--- src/rtl/simple_uart_tx.sv ---
// UART transmit serializer: pops words from the transmit FIFO and sends
// start bit, LSB-first data, optional parity and 1 or 2 stop bits on txd.
module simple_uart_tx #(
  parameter int DATA_WIDTH = 8,
  parameter int CLK_DIV    = 434,
  parameter int PARITY     = 0,
  parameter int STOP_BITS  = 1
) (
  input  logic                  CLK,
  input  logic                  RST,
  input  logic [DATA_WIDTH-1:0] fifo_rd_data,
  input  logic                  fifo_empty,
  output logic                  fifo_rd_en,
  output logic                  txd,
  output logic                  busy
);

  localparam int BCNT_W  = $clog2(CLK_DIV);
  localparam int BIT_MAX = (DATA_WIDTH > STOP_BITS) ? DATA_WIDTH : STOP_BITS;
  localparam int BIT_W   = $clog2(BIT_MAX + 1);

  typedef enum logic [2:0] {
    S_IDLE,
    S_START,
    S_DATA,
    S_PAR,
    S_STOP
  } state_t;

  state_t                  state_q, state_d;
  logic [BCNT_W-1:0]       bcnt_q, bcnt_d;
  logic [BIT_W-1:0]        bit_cnt_q, bit_cnt_d;
  logic [DATA_WIDTH-1:0]   shreg_q, shreg_d;
  logic                    par_q, par_d;
  logic                    txd_q, txd_d;
  logic                    busy_q, busy_d;

  logic bit_end;
  logic last_data;
  logic last_stop;
  logic load;
  logic par_bit;

  always_comb begin
    bit_end   = (bcnt_q == BCNT_W'(CLK_DIV - 1));
    last_data = (bit_cnt_q == BIT_W'(DATA_WIDTH - 1));
    last_stop = (bit_cnt_q == BIT_W'(STOP_BITS - 1));
    par_bit   = (PARITY == 2) ? par_q : ~par_q;
    load      = ~RST & ~fifo_empty &
                ((state_q == S_IDLE) | ((state_q == S_STOP) & bit_end & last_stop));

    state_d   = state_q;
    bcnt_d    = bit_end ? '0 : bcnt_q + BCNT_W'(1);
    bit_cnt_d = bit_cnt_q;
    shreg_d   = shreg_q;
    par_d     = par_q;
    txd_d     = txd_q;
    busy_d    = busy_q;

    case (state_q)
      S_IDLE: begin
        bcnt_d = '0;
        txd_d  = 1'b1;
        busy_d = 1'b0;
      end
      S_START: begin
        if (bit_end) begin
          state_d   = S_DATA;
          txd_d     = shreg_q[0];
          shreg_d   = shreg_q >> 1;
          bit_cnt_d = '0;
        end
      end
      S_DATA: begin
        if (bit_end) begin
          if (last_data) begin
            bit_cnt_d = '0;
            if (PARITY != 0) begin
              state_d = S_PAR;
              txd_d   = par_bit;
            end else begin
              state_d = S_STOP;
              txd_d   = 1'b1;
            end
          end else begin
            txd_d     = shreg_q[0];
            shreg_d   = shreg_q >> 1;
            bit_cnt_d = bit_cnt_q + BIT_W'(1);
          end
        end
      end
      S_PAR: begin
        if (bit_end) begin
          state_d   = S_STOP;
          txd_d     = 1'b1;
          bit_cnt_d = '0;
        end
      end
      S_STOP: begin
        if (bit_end) begin
          if (last_stop) begin
            state_d   = S_IDLE;
            busy_d    = 1'b0;
            txd_d     = 1'b1;
            bit_cnt_d = '0;
          end else begin
            bit_cnt_d = bit_cnt_q + BIT_W'(1);
          end
        end
      end
      default: begin
        state_d = S_IDLE;
        bcnt_d  = '0;
        txd_d   = 1'b1;
        busy_d  = 1'b0;
      end
    endcase

    // A pop always starts a fresh frame, including straight out of the last stop bit
    if (load) begin
      shreg_d   = fifo_rd_data;
      par_d     = ^fifo_rd_data;
      state_d   = S_START;
      bcnt_d    = '0;
      bit_cnt_d = '0;
      txd_d     = 1'b0;
      busy_d    = 1'b1;
    end
  end

  always_ff @(posedge CLK) begin
    if (RST) begin
      state_q   <= S_IDLE;
      bcnt_q    <= '0;
      bit_cnt_q <= '0;
      shreg_q   <= '0;
      par_q     <= 1'b0;
      txd_q     <= 1'b1;
      busy_q    <= 1'b0;
    end else begin
      state_q   <= state_d;
      bcnt_q    <= bcnt_d;
      bit_cnt_q <= bit_cnt_d;
      shreg_q   <= shreg_d;
      par_q     <= par_d;
      txd_q     <= txd_d;
      busy_q    <= busy_d;
    end
  end

  assign fifo_rd_en = load;
  assign txd        = txd_q;
  assign busy       = busy_q;

endmodule

--- config.mk ---
export PLATFORM = sky130hd
export DESIGN_NAME = simple_uart_tx
export DESIGN_NICKNAME = d
export VERILOG_FILES = /design/src/rtl/simple_uart_tx.sv
export SDC_FILE = /design/constraint.sdc
export NUM_CORES = 1
export LEC_CHECK = 0
export ABC_AREA = 1
export BUFFER_PORTS_ARGS = -buffer_cell sky130_fd_sc_hd__buf_2
export CORE_MARGIN = 2
export CORE_UTILIZATION = 58
export DETAILED_ROUTE_END_ITERATION = 16
export PLACE_DENSITY = 0.78
export SYNTH_ARGS = -nofsm -noshare
export SYNTH_HDL_FRONTEND = slang
export SYNTH_SLANG_ARGS = --single-unit
--- constraint.sdc ---
create_clock -name CLK -period 2 [get_ports CLK]
set_clock_uncertainty 0.05 [all_clocks]
set_input_delay 0.2 -clock CLK [delete_from_list [all_inputs] [get_ports CLK]]
set_output_delay 0.2 -clock CLK [all_outputs]
set_load 0.02 [all_outputs]
==> results_tabular.tex <==
\begin{tabular}{lr}
\hline
Metric & Value \\
\hline
\multicolumn{2}{l}{\textbf{Routing}} \\
Count of nets left with antenna violations after detail routing & 0 \\
Vias per Instance & 5.16 \\
1st-pass router iterations & 4 \\
Starting DRC count in detailed routing & 46 \\
Routed length per placed instance & 11.0 um \\
Total Routed Length & 3010 um \\
Number of vias in the routed layout & 1410 \\
Number of DRC violations after detailed routing & 0 \\
\multicolumn{2}{l}{\textbf{Floorplan}} \\
Die height & roughly 55 um \\
Top-Level Pins & 14 \\
Number of rows created at floorplan & 18 \\
Die span in x & 55.1 um \\
Initial core utilization & 0.611 \\
Area of the core & 2480 um2 \\
Area enclosed by the die boundary & 3030 um2 \\
\multicolumn{2}{l}{\textbf{Clock network}} \\
Hold-fix buffers at CTS & 0 \\
Total number of clock tree sinks & 26 \\
Clock insertion delay at the later pin of the skew report & between 300 and 400 ps \\
Clock root buffer & clkbuf\_4 \\
H-tree depth & 1 \\
Maximum number of buffers from clock root to sink & 2 \\
Reg clk slew, reported paths & 140 ps \\
CTS tree & done \\
TritonCTS buffer count & 3 \\
\multicolumn{2}{l}{\textbf{Worst setup path}} \\
Critical Path Source Type & register \\
Cell type of the slowest stage on the worst timing path & dfxtp\_2 \\
Largest fanout of any net on the critical path & 6 \\
Worst Setup End Kind & primary output \\
Arrival time of data at the critical path endpoint & around 1600 ps \\
Slowest stage delay, CP & 360 ps \\
Required time at the worst-slack endpoint & approximately 1800 ps \\
Path type of the worst setup path & register to primary output \\
Worst path cell trace & inv\_2, ha\_4, inv\_2, nor2\_2, nand2\_2, nor2\_4, nand2\_2, nand2\_4, nand2\_8, clkinv\_4, buf\_6 \\
\multicolumn{2}{l}{\textbf{STA}} \\
Worst-Margin Slew & 591 ps \\
Maximum operating frequency & 534 MHz \\
Count of endpoints failing setup in the final report & 0 \\
Smallest setup slack after layout & 126 ps \\
Total negative setup slack & 0 ps \\
Number of failing hold endpoints at the final stage & 0 \\
Fin. max-slew vios & 0 \\
Period minus WS final & 1870 ps \\
Remaining max-slew budget at the tightest pin & 0.606 \\
Tcrit/Tclk final & 0.937 \\
Setup repair after global routing missed its margin & no \\
\multicolumn{2}{l}{\textbf{Cells and area}} \\
Area grow syn2layout & 14.4\% \\
Fill count & roughly 220 \\
Share of layout cells above drive strength 1 & 0.214 \\
\# nets final & 259 \\
Antenna diodes & 0 \\
\multicolumn{2}{l}{\textbf{Status}} \\
Outcome & complete, no violations \\
\multicolumn{2}{l}{\textbf{Synthesis}} \\
Total of warnings raised by yosys & 0 \\
Unique masters post-synth & 22 \\
Share of synthesized cell area in full adder, half adder and majority cells & 0.0331 \\
Area share of and/or/nand/nor cells after synthesis & 0.426 \\
Number of cells produced by synthesis & 222 \\
Proportion of synthesized chip area in sequential cells & 0.344 \\
Post-synthesis instance area & between 1500 and 2000 um2 \\
Post-synth net total & 237 \\
Post-synthesis mux area share & 0 \\
Register bit total from synthesis & 26 \\
Synth Area in Compound Gates & 0.0397 \\
Avg Synthesized Cell Area & 6.81 um2 \\
Area share of xor/xnor cells in the synthesized design & 0.0405 \\
Combinational family with the most area after synthesis & simple AND/OR/NAND/NOR gates \\
\multicolumn{2}{l}{\textbf{Job}} \\
Max-Cap Viols & 0 \\
\multicolumn{2}{l}{\textbf{Worst hold path}} \\
Type of the worst min-delay path & input port to register \\
\multicolumn{2}{l}{\textbf{Placement}} \\
Setup WS pre-CTS & 205 ps \\
DPL Wire Length & 2080 um \\
\# port buffers & 13 \\
Placer congestion estimate & 0.800 \\
\multicolumn{2}{l}{\textbf{Global route}} \\
Initial antenna violation count & 0 \\
Largest net degree at the start of global routing & 16 \\
Leftover overflow at the end of global routing & 0 \\
Aggregate global-route resource usage & 0.215 \\
Global-route wire length before repair & 4730 um \\
Via count of the first global-routing pass & between 1000 and 1500 \\
\multicolumn{2}{l}{\textbf{Power}} \\
Leakage power & 0.000849 uW \\
Ratio of total power to cell area & 760 nW/um2 \\
IR drop worst, VDD & 545 uV \\
\hline
\end{tabular}
layout by cell type (no fill, tap or decap), types with 3 or more instances in the layout:
cell type,count
nand2_1,48
nand3_1,36
inv_1,33
dfxtp_1,24
nor2_1,15
buf_2,12
nor3_1,10
nor2_2,8
nand2_2,6
buf_4,6
a21oi_1,5
inv_2,4
o21ai_0,4
xor2_1,4
nand4_1,4
nand2_4,3
xnor2_1,3
ha_1,3
clkbuf_4,3
kinds of logic (layout without fill, tap and decap cells):
family / Yosys count / in the layout
adder cells (fa/ha/maj): 4 / 4
XOR/XNOR: 7 / 7
flip-flops: 26 / 26
AO/OA/AOI/OAI: 11 / 11
AND/OR/NAND/NOR: 133 / 134
buffers and inverters: 41 / 61
cells in the mapped netlist:
library cell / n / share of area
nand2_2: 6 / 0.025
a21oi_1: 5 / 0.017
o211ai_1: 1 / 0.0050
xor2_1: 4 / 0.023
nor2_4: 1 / 0.0074
inv_2: 2 / 0.0050
nand4_1: 4 / 0.017
nor2_2: 7 / 0.029
ha_1: 4 / 0.033
nand2_1: 48 / 0.12
buf_6: 3 / 0.022
inv_1: 36 / 0.089
nor3_1: 10 / 0.033
nand3_1: 36 / 0.12
nor3b_2: 1 / 0.0083
xnor2_1: 3 / 0.017
nand3_2: 1 / 0.0066
dfxtp_1: 26 / 0.34
nor2_1: 16 / 0.040
o21ai_0: 4 / 0.013
nand2_4: 3 / 0.022
o31ai_1: 1 / 0.0050
repair_timing:
| item | in CTS | in global routing |
|---|---|---|
| setup endpoints to repair | 1 | 2 |
| resized for setup | 4 | 10 |
| gates cloned | 1 | 0 |
| buffers inserted | 2 | 4 |
| pin swaps | 1 | 4 |
power breakdown:
group	internal (uW)	total [uW]	switching (uW)
sequential	558	576	17.2
combinational	137	380	243
clock	202	359	157
stage by stage:
step           cell area [um2]  instances   util  power (uW)  hold WS (ps)
2_1_floorplan             1510        222      -         859           219
3_3_place_gp              1580        262  0.638         916           397
3_5_place_dp              1580        262  0.638         920           406
4_1_cts                   1670        269  0.676        1310          49.1
5_1_grt                   1730        273  0.698        1400          55.5
6_report                  1730        273  0.698        1310          68.1
area by class of cell:
type                       count  area [um2]  share of cell area
multi-input combinational    156         851               0.492
inverter                      38         148              0.0853
clock inverter                 1        30.0              0.0174
clock buffer                   3        22.5              0.0130
tap                           30        37.5              0.0217
timing repair buffer          19         116              0.0672
sequential                    26         526               0.304
flip-flops by register name, indices dropped and copies added (netlist names):
register   flops
bit_cnt_q      4
state_q        3
shreg_q        8
busy           1
txd            1
bcnt_q         9
critical path, delay by kind of cell (launching register included):
kind,cells,cell delay [ps]
AND/OR/NAND/NOR,6,570
buffers and inverters,4,250
flip-flops,1,360
adder cells (fa/ha/maj),1,120
final timing paths:
check | start | to | slack [ps] | cells past startpoint
worst max-delay path | bcnt_q[1] | fifo_rd_en | 130 | 11
worst min-delay path | RST | shreg_q[7] | 70 | 2
worst max register to register | bcnt_q[1] | bcnt_q[8] | 240 | 12
worst min register to register | bcnt_q[0] | bcnt_q[0] | 420 | 1
layer usage:
| metal | up-vias | track usage | share of wire |
|---|---|---|---|
| met2 | 31 | 0.353 | 0.46 |
| met4 | 0 | 0.0528 | 0.0076 |
| met5 | - | 0 | 0 |
| met3 | 4 | 0.0323 | 0.050 |
| li1 | 747 | - | - |
| met1 | 628 | 0.297 | 0.48 |
Note: power is estimated with default switching activity, not from simulation.
